<file path="config.mk">
export PLATFORM = sky130hd
export DESIGN_NAME = sequence_datapath
export DESIGN_NICKNAME = d
export VERILOG_FILES = /design/src/rtl/sequence_datapath_pkg.sv /design/src/rtl/sequence_datapath_tick_gen.sv /design/src/rtl/sequence_datapath.sv
export SDC_FILE = /design/constraint.sdc
export NUM_CORES = 1
export LEC_CHECK = 0
export BUFFER_PORTS_ARGS = -buffer_cell sky130_fd_sc_hd__buf_4
export CAP_MARGIN = 20
export CORE_ASPECT_RATIO = 0.7
export CORE_MARGIN = 1
export CORE_UTILIZATION = 54
export CTS_BUF_LIST = sky130_fd_sc_hd__clkbuf_8 sky130_fd_sc_hd__clkbuf_16
export DETAILED_ROUTE_END_ITERATION = 6
export GPL_ROUTABILITY_DRIVEN = 0
export PLACE_DENSITY = 0.76
export SKIP_LAST_GASP = 1
export SLEW_MARGIN = 5
export SYNTH_ARGS = -nofsm -noshare
export SYNTH_HDL_FRONTEND = slang
export SYNTH_HIERARCHICAL = 1
export SYNTH_SLANG_ARGS = --single-unit
</file>
<file path="constraint.sdc">
create_clock -name clock_50 -period 3.65 [get_ports clock_50]
set_input_delay 0.365 -clock clock_50 [delete_from_list [all_inputs] [get_ports clock_50]]
set_output_delay 0.365 -clock clock_50 [all_outputs]
set_load 0.01 [all_outputs]
</file>
<file path="src/rtl/sequence_datapath_pkg.sv">
// Shared definitions for the memory-sequence game datapath: LFSR geometry and
// step function, symbol/colour encoding, score width and a counter-width helper.
package sequence_datapath_pkg;

  localparam int LFSR_W  = 16;
  localparam int SYM_W   = 2;
  localparam int COLOR_W = 4;
  localparam int SCORE_W = 5;

  // An all-zero Fibonacci LFSR never leaves zero, so zero seeds map to this.
  localparam logic [LFSR_W-1:0] LFSR_LOCKUP_SEED = 16'h0001;

  typedef logic [LFSR_W-1:0]  lfsr_t;
  typedef logic [SYM_W-1:0]   sym_t;
  typedef logic [COLOR_W-1:0] color_t;

  // Taps 16,14,13,11 (bits 15,13,12,10), shifting towards the MSB.
  function automatic lfsr_t lfsr_step(input lfsr_t s);
    return {s[14:0], s[15] ^ s[13] ^ s[12] ^ s[10]};
  endfunction

  function automatic color_t sym_onehot(input sym_t s);
    return color_t'(4'b0001 << s);
  endfunction

  function automatic int cnt_w(input int n);
    return (n > 1) ? $clog2(n) : 1;
  endfunction

endpackage

</file>
<file path="src/rtl/sequence_datapath_tick_gen.sv">
// Tick generator shared by LED playback and the user inactivity timer.
// Ports:
//   clk_i   - clock
//   rst_i   - synchronous active-high reset
//   clr_i   - restart the count at 0 (wins over en_i)
//   en_i    - count enable
//   tick_o  - one-cycle pulse on the last cycle of each TICK_DIV period
//   count_o - current position inside the period
module tick_gen
  import sequence_datapath_pkg::*;
#(
  parameter int TICK_DIV = 4,
  localparam int CW = cnt_w(TICK_DIV)
) (
  input  logic          clk_i,
  input  logic          rst_i,
  input  logic          clr_i,
  input  logic          en_i,
  output logic          tick_o,
  output logic [CW-1:0] count_o
);

  logic [CW-1:0] count_q;

  assign tick_o  = en_i && (count_q == CW'(TICK_DIV - 1));
  assign count_o = count_q;

  always_ff @(posedge clk_i) begin
    if (rst_i || clr_i) begin
      count_q <= '0;
    end else if (en_i) begin
      count_q <= tick_o ? '0 : count_q + CW'(1);
    end
  end

endmodule

</file>
<file path="src/rtl/sequence_datapath.sv">
// Datapath of the memory-sequence game, driven by the game controller FSM.
// Generates an LFSR colour sequence from a seed, plays it on the LEDs, checks
// the player's presses against it and tracks rounds, score and win.
// Ports:
//   clock_50, reset            - clock, synchronous active-high reset
//   r1, r2                     - game clear / round clear
//   e1, e2, e3, e4             - setup / user play / FPGA play / check enables
//   sel                        - show result (win) on the LEDs
//   sw[15:0], key[3:0]         - seed switches, player buttons (active-high)
//   end_fpga, end_user,
//   end_time, match, win       - status flags (match is combinational)
//   led_out[3:0], score[4:0]   - colour display, completed rounds
module sequence_datapath
  import sequence_datapath_pkg::*;
#(
  parameter int TICK_DIV     = 50000000,
  parameter int N_ROUNDS     = 16,
  parameter int USER_TIMEOUT = 5
) (
  input  logic        clock_50,
  input  logic        reset,
  input  logic        r1,
  input  logic        r2,
  input  logic        e1,
  input  logic        e2,
  input  logic        e3,
  input  logic        e4,
  input  logic        sel,
  input  logic [15:0] sw,
  input  logic [3:0]  key,
  output logic        end_fpga,
  output logic        end_user,
  output logic        end_time,
  output logic        match,
  output logic        win,
  output logic [3:0]  led_out,
  output logic [4:0]  score
);

  localparam int CW = cnt_w(TICK_DIV);
  localparam int TW = cnt_w(USER_TIMEOUT + 1);

  lfsr_t               seed_q, lfsr_q;
  logic [SCORE_W-1:0]  round_q, score_q, play_idx_q, user_idx_q;
  logic [TW-1:0]       timer_q;
  logic                win_q, err_q, end_fpga_q, end_user_q, end_time_q;
  color_t              led_q;
  logic                e2_q, e3_q, e4_q;
  logic [3:0]          key_q;

  lfsr_t               seed_d, lfsr_adv_d;
  logic                edge2, edge3, edge4;
  logic                mode_fpga, mode_user;
  logic                fpga_run, user_live, user_run;
  logic                press, key_ok, user_press;
  logic                tick, tick_clr, tick_en;
  logic [CW-1:0]       cnt;

  assign seed_d     = (sw == 16'h0000) ? LFSR_LOCKUP_SEED : sw;
  assign lfsr_adv_d = lfsr_step(lfsr_q);

  assign edge2 = e2 & ~e2_q;
  assign edge3 = e3 & ~e3_q;
  assign edge4 = e4 & ~e4_q;

  // Enables are mutually exclusive by priority e1 > e3 > e2 > e4.
  assign mode_fpga = e3 & ~e1;
  assign mode_user = e2 & ~e3 & ~e1;

  assign fpga_run  = mode_fpga & ~edge3 & ~end_fpga_q;
  assign user_live = ~end_user_q & ~end_time_q;
  assign user_run  = mode_user & ~edge2 & user_live;

  // Press = rising edge of "any key"; the pressed pattern must equal the
  // expected one-hot colour exactly, so chords count as wrong.
  assign press      = (|key) & ~(|key_q);
  assign key_ok     = (key == sym_onehot(lfsr_q[1:0]));
  assign user_press = user_run & press;

  // Playback and user timing never overlap, so one counter serves both.
  assign tick_en  = fpga_run | user_run;
  assign tick_clr = r1 | r2 | (mode_fpga & edge3) | (mode_user & edge2) | user_press;

  tick_gen #(.TICK_DIV(TICK_DIV)) u_tick (
    .clk_i   (clock_50),
    .rst_i   (reset),
    .clr_i   (tick_clr),
    .en_i    (tick_en),
    .tick_o  (tick),
    .count_o (cnt)
  );

  always_ff @(posedge clock_50) begin
    if (reset) begin
      seed_q     <= LFSR_LOCKUP_SEED;
      lfsr_q     <= LFSR_LOCKUP_SEED;
      round_q    <= '0;
      score_q    <= '0;
      win_q      <= 1'b0;
      play_idx_q <= '0;
      user_idx_q <= '0;
      timer_q    <= '0;
      err_q      <= 1'b0;
      end_fpga_q <= 1'b0;
      end_user_q <= 1'b0;
      end_time_q <= 1'b0;
      led_q      <= '0;
      e2_q       <= 1'b0;
      e3_q       <= 1'b0;
      e4_q       <= 1'b0;
      key_q      <= '0;
    end else begin
      e2_q  <= e2;
      e3_q  <= e3;
      e4_q  <= e4;
      key_q <= key;
      led_q <= '0;
      if (r1 || r2) begin
        play_idx_q <= '0;
        user_idx_q <= '0;
        timer_q    <= '0;
        err_q      <= 1'b0;
        end_fpga_q <= 1'b0;
        end_user_q <= 1'b0;
        end_time_q <= 1'b0;
        if (r1) begin
          round_q <= '0;
          score_q <= '0;
          win_q   <= 1'b0;
        end
      end else begin
        if (e1) begin
          seed_q <= seed_d;
        end else if (e3) begin
          // The LED register shows the state being entered, so the first
          // colour is visible right after the edge and a new colour appears
          // together with the LFSR step.
          if (edge3) begin
            lfsr_q     <= seed_q;
            play_idx_q <= '0;
            led_q      <= end_fpga_q ? color_t'(0) : sym_onehot(seed_q[1:0]);
          end else if (!end_fpga_q) begin
            if (tick) begin
              lfsr_q <= lfsr_adv_d;
              if (play_idx_q == round_q) begin
                end_fpga_q <= 1'b1;
              end else begin
                play_idx_q <= play_idx_q + 5'd1;
                led_q      <= sym_onehot(lfsr_adv_d[1:0]);
              end
            end else if (int'(cnt) + 1 < TICK_DIV / 2) begin
              led_q <= sym_onehot(lfsr_q[1:0]);
            end
          end
        end else if (e2) begin
          led_q <= key;
          if (edge2) begin
            lfsr_q     <= seed_q;
            user_idx_q <= '0;
            timer_q    <= '0;
            err_q      <= 1'b0;
          end else if (user_live) begin
            // A press in the timeout cycle takes precedence over the timeout.
            if (press) begin
              if (key_ok) begin
                lfsr_q  <= lfsr_adv_d;
                timer_q <= '0;
                if (user_idx_q == round_q) end_user_q <= 1'b1;
                else                       user_idx_q <= user_idx_q + 5'd1;
              end else begin
                err_q      <= 1'b1;
                end_user_q <= 1'b1;
              end
            end else if (tick) begin
              timer_q <= timer_q + TW'(1);
              if (timer_q == TW'(USER_TIMEOUT - 1)) end_time_q <= 1'b1;
            end
          end
        end else if (e4) begin
          if (edge4 && match && (round_q < 5'(N_ROUNDS))) begin
            round_q <= round_q + 5'd1;
            score_q <= score_q + 5'd1;
            if (round_q == 5'(N_ROUNDS - 1)) win_q <= 1'b1;
          end
        end
        if (sel) led_q <= win_q ? 4'b1111 : 4'b0000;
      end
    end
  end

  assign match    = end_user_q & ~err_q;
  assign end_fpga = end_fpga_q;
  assign end_user = end_user_q;
  assign end_time = end_time_q;
  assign win      = win_q;
  assign led_out  = led_q;
  assign score    = score_q;

endmodule

</file>
==> After elaboration in Yosys (flattened, before gate mapping) <==
Index checks and enable logic that the tools add are counted.
{ "totals": {"ff_bits": 97, "inputBits": 29, "output_inout_bits": 14, "word_cells": 184} }
{ "op_classes": {"addsub": 7, "magnitude_cmp": 2, "n_eq_ne": 18, "shifts": 3, "muxes": 66, "bitwise": 38, "reduce_logical": 32} }
{ "ops": {"columns": ["cell", "count"], "rows": [
  ["$mux 16", 10],
  ["$mux 5", 22],
  ["$mux 4", 11],
  ["$add 26x1->27 const B", 1],
  ["$lt 27x25->1 const B", 1],
  ["$add 26x1->26 const B", 1],
  ["$eq 26x26->1 const B", 1],
  ["$mux 26", 1],
  ["$reduce_and 7->1", 3],
  ["$add 5x1->5 const B", 4],
  ["$reduce_and 6->1", 3],
  ["$mux 1", 17],
  ["$and 1x1->1", 16],
  ["$logic_not 16->1", 1],
  ["$reduce_and 8->1", 2],
  ["$reduce_bool 2->1", 8],
  ["$mux 3", 5],
  ["$not 1->1", 14],
  ["$reduce_bool 3->1", 4],
  ["$shl 1x2->4 const A", 3],
  ["$eq 5x5->1", 2],
  ["$ne 2x1->1 const B", 5],
  ["$ne 2x2->1 const B", 4],
  ["$reduce_or 4->1", 2],
  ["other kinds (15)", 25]
]} }

==> Longest topological paths before layout <==
{ "logic_depth": {"depth_word": 13, "depth_mapped": 14, "ltp_nobuf": 11} }

==> Cells and area by module <==
The synthesis kept the hierarchy.
{ "modules_own_cells": {"columns": ["mod", "n_inst", "cells_each", "area_each_um2"], "rows": [
  ["sequence_datapath", 1, 447, 3782.4],
  ["tick_gen", 1, 156, 1343.8]
]} }

==> Worst setup path after synthesis <==
No wires, ideal clock.
{ "synth_timing": {"kind": "input to register", "from": "in e1", "to": "reg lfsr_q[0]", "setup_time_ns": 0.122, "arrival_ns": 3.460, "required_time_ns": 3.528, "path_slack_ns": 0.067, "cell_stages": 13, "cell_sequence": "clkbuf_1 > nor3b_2 > nand2_1 > o22ai_1 > and3_1 > buf_2 > nand2_1 > nor3_1 > nand2b_1 > a311oi_2 > o21ai_1 > clkbuf_1 > a311o_1"} }
{ "synth_between": {"elab_chain_cells": 8, "word_cells_on_any_way": 11, "cone_classes": "1 x eq/ne; 8 x bitwise; 2 x reduce/logical"} }
{ "synth_rtl": {"columns": ["item", "line_no", "source"], "rows": [
  ["start, declared", "sequence_datapath.sv:24", "input logic e1,"],
  ["$not 1->1 (no line) (*)", null, null],
  ["$and 1x1->1, on equally long branches", "sequence_datapath.sv:67, sequence_datapath.sv:68", null],
  ["$and 1x1->1, on equally long branches (2 in a row)", "sequence_datapath.sv:70, sequence_datapath.sv:72", null],
  ["$or 1x1->1 (*)", "sequence_datapath.sv:81", "assign tick_en = fpga_run | user_run;"],
  ["net tick_en", "sequence_datapath.sv:56", "logic tick, tick_clr, tick_en;"],
  ["$logic_and 1x1->1 (*)", "sequence_datapath_tick_gen.sv:25", "assign tick_o = en_i && (count_q == CW'(TICK_DIV - 1));"],
  ["net tick", "sequence_datapath.sv:56", null],
  ["$ne 3x1->1 (no line) (*)", null, null],
  ["$reduce_and 8->1 (no line) (*)", null, null],
  ["end signal, assigned", "sequence_datapath.sv:139", "lfsr_q <= seed_q;"],
  ["end signal, assigned", "sequence_datapath.sv:144", "lfsr_q <= lfsr_adv_d;"],
  ["end signal, assigned", "sequence_datapath.sv:158", "lfsr_q <= seed_q;"],
  ["end, declared", "sequence_datapath.sv:43", "lfsr_t seed_q, lfsr_q;"]
]} }
Mark *: on every way through the listed nets, which the timed path passes. The rest lies on a longest branch.
A chain may end at the register's enable or synchronous reset.

==> Worst setup path after layout <==
{ "layout_timing": {"from": "reg end_user_q (netlist: end_user)", "to": "reg lfsr_q[10]"} }
{ "layout_between": {"elab_chain_cells": 7, "word_cells_on_any_way": 8, "cone_classes": "1 x eq/ne; 4 x bitwise; 3 x reduce/logical"} }
{ "layout_rtl": {"columns": ["item", "line_no", "source"], "rows": [
  ["start, declared", "sequence_datapath.sv:46", "logic win_q, err_q, end_fpga_q, end_user_q, end_time_q;"],
  ["start signal, assigned", "sequence_datapath.sv:105", "end_user_q <= 1'b0;"],
  ["start signal, assigned", "sequence_datapath.sv:124", "end_user_q <= 1'b0;"],
  ["start signal, assigned", "sequence_datapath.sv:168", "if (user_idx_q == round_q) end_user_q <= 1'b1;"],
  ["$not 1->1", "sequence_datapath.sv:71", "assign user_live = ~end_user_q & ~end_time_q;"],
  ["$and 1x1->1", "sequence_datapath.sv:71", null],
  ["$and 1x1->1", "sequence_datapath.sv:72", "assign user_run = mode_user & ~edge2 & user_live;"],
  ["$or 1x1->1", "sequence_datapath.sv:81", null],
  ["net tick_en", "sequence_datapath.sv:56", null],
  ["$logic_and 1x1->1", "sequence_datapath_tick_gen.sv:25", null],
  ["net tick", "sequence_datapath.sv:56", null],
  ["$ne 3x1->1 (no line)", null, null],
  ["$reduce_and 8->1 (no line)", null, null]
]} }
The timed path passes the listed nets, and every way through them passes these cells.

==> metrics.txt <==
mux cell area share after synthesis 4.44%; number of fill cells 784; DRT Pass-1 Iters 5; Clock Sinks 97; Netlist cell types 74; Reg-to-Reg Start end_user$_SDFFE_PP0P_; CTS tree done; RSZ-0062 raised after global routing false; top_reg_cell synth dfxtp_1; DP Cell Count 750; CP Class flip-flop to flip-flop; maximum vdd drop 0.220 mV; Hold Path Cell Cnt 2; final period utilization 88.8%; count leader, synth dfxtp_1; Slew HR 41.1%; top-level port count 43; post-synthesis compound-gate area fraction 20.1%; Reg2Reg Depth 14; initial antenna violation count 0; clk buf depth 2; diode count 0; largest net degree at the start of global routing 50; Final min period 3.24 ns; Sum Neg Setup Slack 0 ns; delay-heaviest family, CP compound AO/OA/AOI/OAI gates; Overall Global Routing Usage 26.2%; H-tree depth 3; Post-Syn Nets 640; WHS Endpoint e4_q$_SDFF_PP0_; Core ar. 9140 um2; Die Area 9890 um2; placed instance area 5530 um2; DRC 0; first-pass GRT wire length 20.9 mm; largest family of logic cells by synthesized area simple AND/OR/NAND/NOR gates; Area contributors post-synth dfxtp_1, a21oi_1, nand2_1; initial drt markers 374; share of post-route cells with drive strength above 1 16.5%; Final Setup Violations 0; Rows 29; P&R area growth vs syn 13.4%; leakage power figure 2.11 nW; Final Skew 0.00825 ns; routed wire length 12.3 mm; crit-path max FO 28; CP bufs+invs 3; crit path cell chain nor2_1 -> nand2_1 -> o22ai_1 -> buf_4 -> and3_1 -> nand2_1 -> nor3_1 -> buf_4 -> nand2b_1 -> a311oi_2 -> o2111ai_2 -> buf_4 -> a21oi_1 -> a311oi_1; Final Instance Area 5810 um2; Synth Area in Adders 1.95%; Skew-Pair Late Insertion Delay 0.35 ns; top cell type's share of synthesized area 37.9%; slowest CP cell dfxtp_1; Fmax 309 MHz; mean area per synthesized cell 8.50 um2; Data arrival, critical path 3.45 ns; Routed wire per std cell 16.1 um; fin. max-slew vios 0; Post-synth top cells dfxtp_1, a21oi_1, nand2_1; EDFF count, synth 0; met2 wire length 5.10 mm; synth warn 6; Cell Pwr Density 368 nW/um2; Met3 Wirelength 926 um; vias in the first global route 4312; Post-Synth XOR/XNOR Area 5.47%; Post-Synthesis Cells 603; Chip Width 118 um; nets 675; CP Capture Type flip-flop; met1 wire length 6.14 mm; RR Endpoint lfsr_q[10]$_SDFFE_PP0P_; HPWL after DPL 8.82 mm; cell type with the largest total area after synthesis dfxtp_1; Finished Layout Cells 766; Starting Density 56.1%; worst-margin pin slew 0.884 ns; post-route ant nets 0; GR Overflow Total 0; Post-Synth Simple-Gate Area 25.6%; Root Driver clkbuf_16; register cell area after layout 1940 um2; sequential area share after synthesis 37.9%; r2r setup slk 0.41 ns; total CTS buffers 9; vias after detailed routing 4634; Critical Path Max Stage Delay 0.34 ns; multi-input logic area 2960 um2; # hold bufs at CTS 0; status complete, no violations; Post-synth ARST share 0%; Top Metal Used met4; Max Cap Violations 0; Post-CTS Setup Bufs 0; Hold Crit Start e4; Worst Path Required 3.86 ns; post-cts sizing count 0; Die H 83.5 um; CP Launch Type flip-flop; Port Buf Inserts 42; synthesized area 5130 um2; Hold Vio Cnt, Final 0; Worst-path clk slew 0.07 ns; most used cell, CP buf_4; post-DR vias/cell 6.05; Worst Hold Class input port to flip-flop; #FFs+latches synth 97
## sequential cells by signal (all words and copies together), names as in the netlist
signal and cells:
u_tick/count_o 26, lfsr_q 16, seed_q 16, play_idx_q 5, round_q 5, score 5
user_idx_q 5, key_q 4, led_out 4, timer_q 3, e2_q 1, e3_q 1
e4_q 1, end_fpga 1, end_time 1, end_user 1, err_q 1, win 1
## layout make-up
class | instances | area share (%)
Clock buffer | 10 | 4.11
Clock inverter | 5 | 0.581
Inverter | 28 | 1.81
Multi-Input combinational cell | 452 | 50.8
Sequential cell | 97 | 33.4
Tap cell | 124 | 2.67
Timing Repair Buffer | 50 | 6.59
## cell usage in the layout, fill, tap and decap left out, types with 9 or more instances in the layout
| master | n |
|---|---|
| inv_1 | 29 |
| a21oi_1 | 57 |
| nand4_1 | 11 |
| nor2b_1 | 12 |
| clkbuf_16 | 9 |
| xnor2_1 | 12 |
| dfxtp_1 | 97 |
| buf_4 | 49 |
| or3_1 | 15 |
| nand2_1 | 56 |
| a311oi_1 | 14 |
| nand3_1 | 24 |
| nor2_1 | 48 |
| mux2_2 | 14 |
| o21ai_0 | 20 |
| xor2_1 | 20 |
## worst reg2reg max path, delay by kind of cell (launching register included)
kind                   cells  cell delay [ns]
flip-flops                 1             0.34
AND/OR/NAND/NOR            6             1.00
AO/OA/AOI/OAI              5             1.09
buffers and inverters      3             0.66
## cells by family after synthesis
| family | after synthesis |
|---|---|
| muxes | 21 |
| xor gates and xnor gates | 32 |
| AOI/OAI and AO/OA | 154 |
| buffers and inverters | 54 |
| adders and majority gates | 8 |
| and+or+nand+nor | 237 |
| DFF | 97 |
## where the power goes
group          leakage (nW)  switching (W)  internal (W)
clock                 0.136       0.000401      0.000475
combinational          1.18      0.0000993     0.0000735
sequential            0.786      0.0000149       0.00108
total                  2.11       0.000515       0.00163
## worst max-delay path by stage
stage	from	to	slack [ns]	depth (start not counted)
finish	end_user$_SDFFE_PP0P_	lfsr_q[10]$_SDFFE_PP0P_	0.41	14
floorplan	e1	lfsr_q[0]$_SDFFE_PP1P_	0.07	13
detailed placement	e3	lfsr_q[10]$_SDFFE_PP0P_	0.30	15
CTS	end_user$_SDFFE_PP0P_	lfsr_q[10]$_SDFFE_PP0P_	0.41	14
global placement	e3	lfsr_q[0]$_SDFFE_PP1P_	0.45	13
global route	end_time$_SDFFE_PP0P_	lfsr_q[14]$_SDFFE_PP0P_	0.22	14
## stage by stage
| step | utilization [%] | power (W) | hold slack (ns) | worst slack, ns |
|---|---|---|---|---|
| 2_1_floorplan | - | 0.00122 | 0.433 | 0.0673 |
| 3_3_place_gp | 60.4 | 0.00128 | 0.444 | 0.455 |
| 3_5_place_dp | 60.4 | 0.00128 | 0.455 | 0.298 |
| 4_1_cts | 63.4 | 0.00215 | 0.255 | 0.406 |
| 5_1_grt | 63.6 | 0.00222 | 0.265 | 0.220 |
| 6_report | 63.6 | 0.00214 | 0.262 | 0.410 |
## layer usage
layer	global-route usage, %	vias to the layer above
met1	39.3	2163
met5	0	-
li1	-	2286
met3	5.33	13
met4	8.40	0
met2	37.2	172
(Power assumes the default switching activity.)
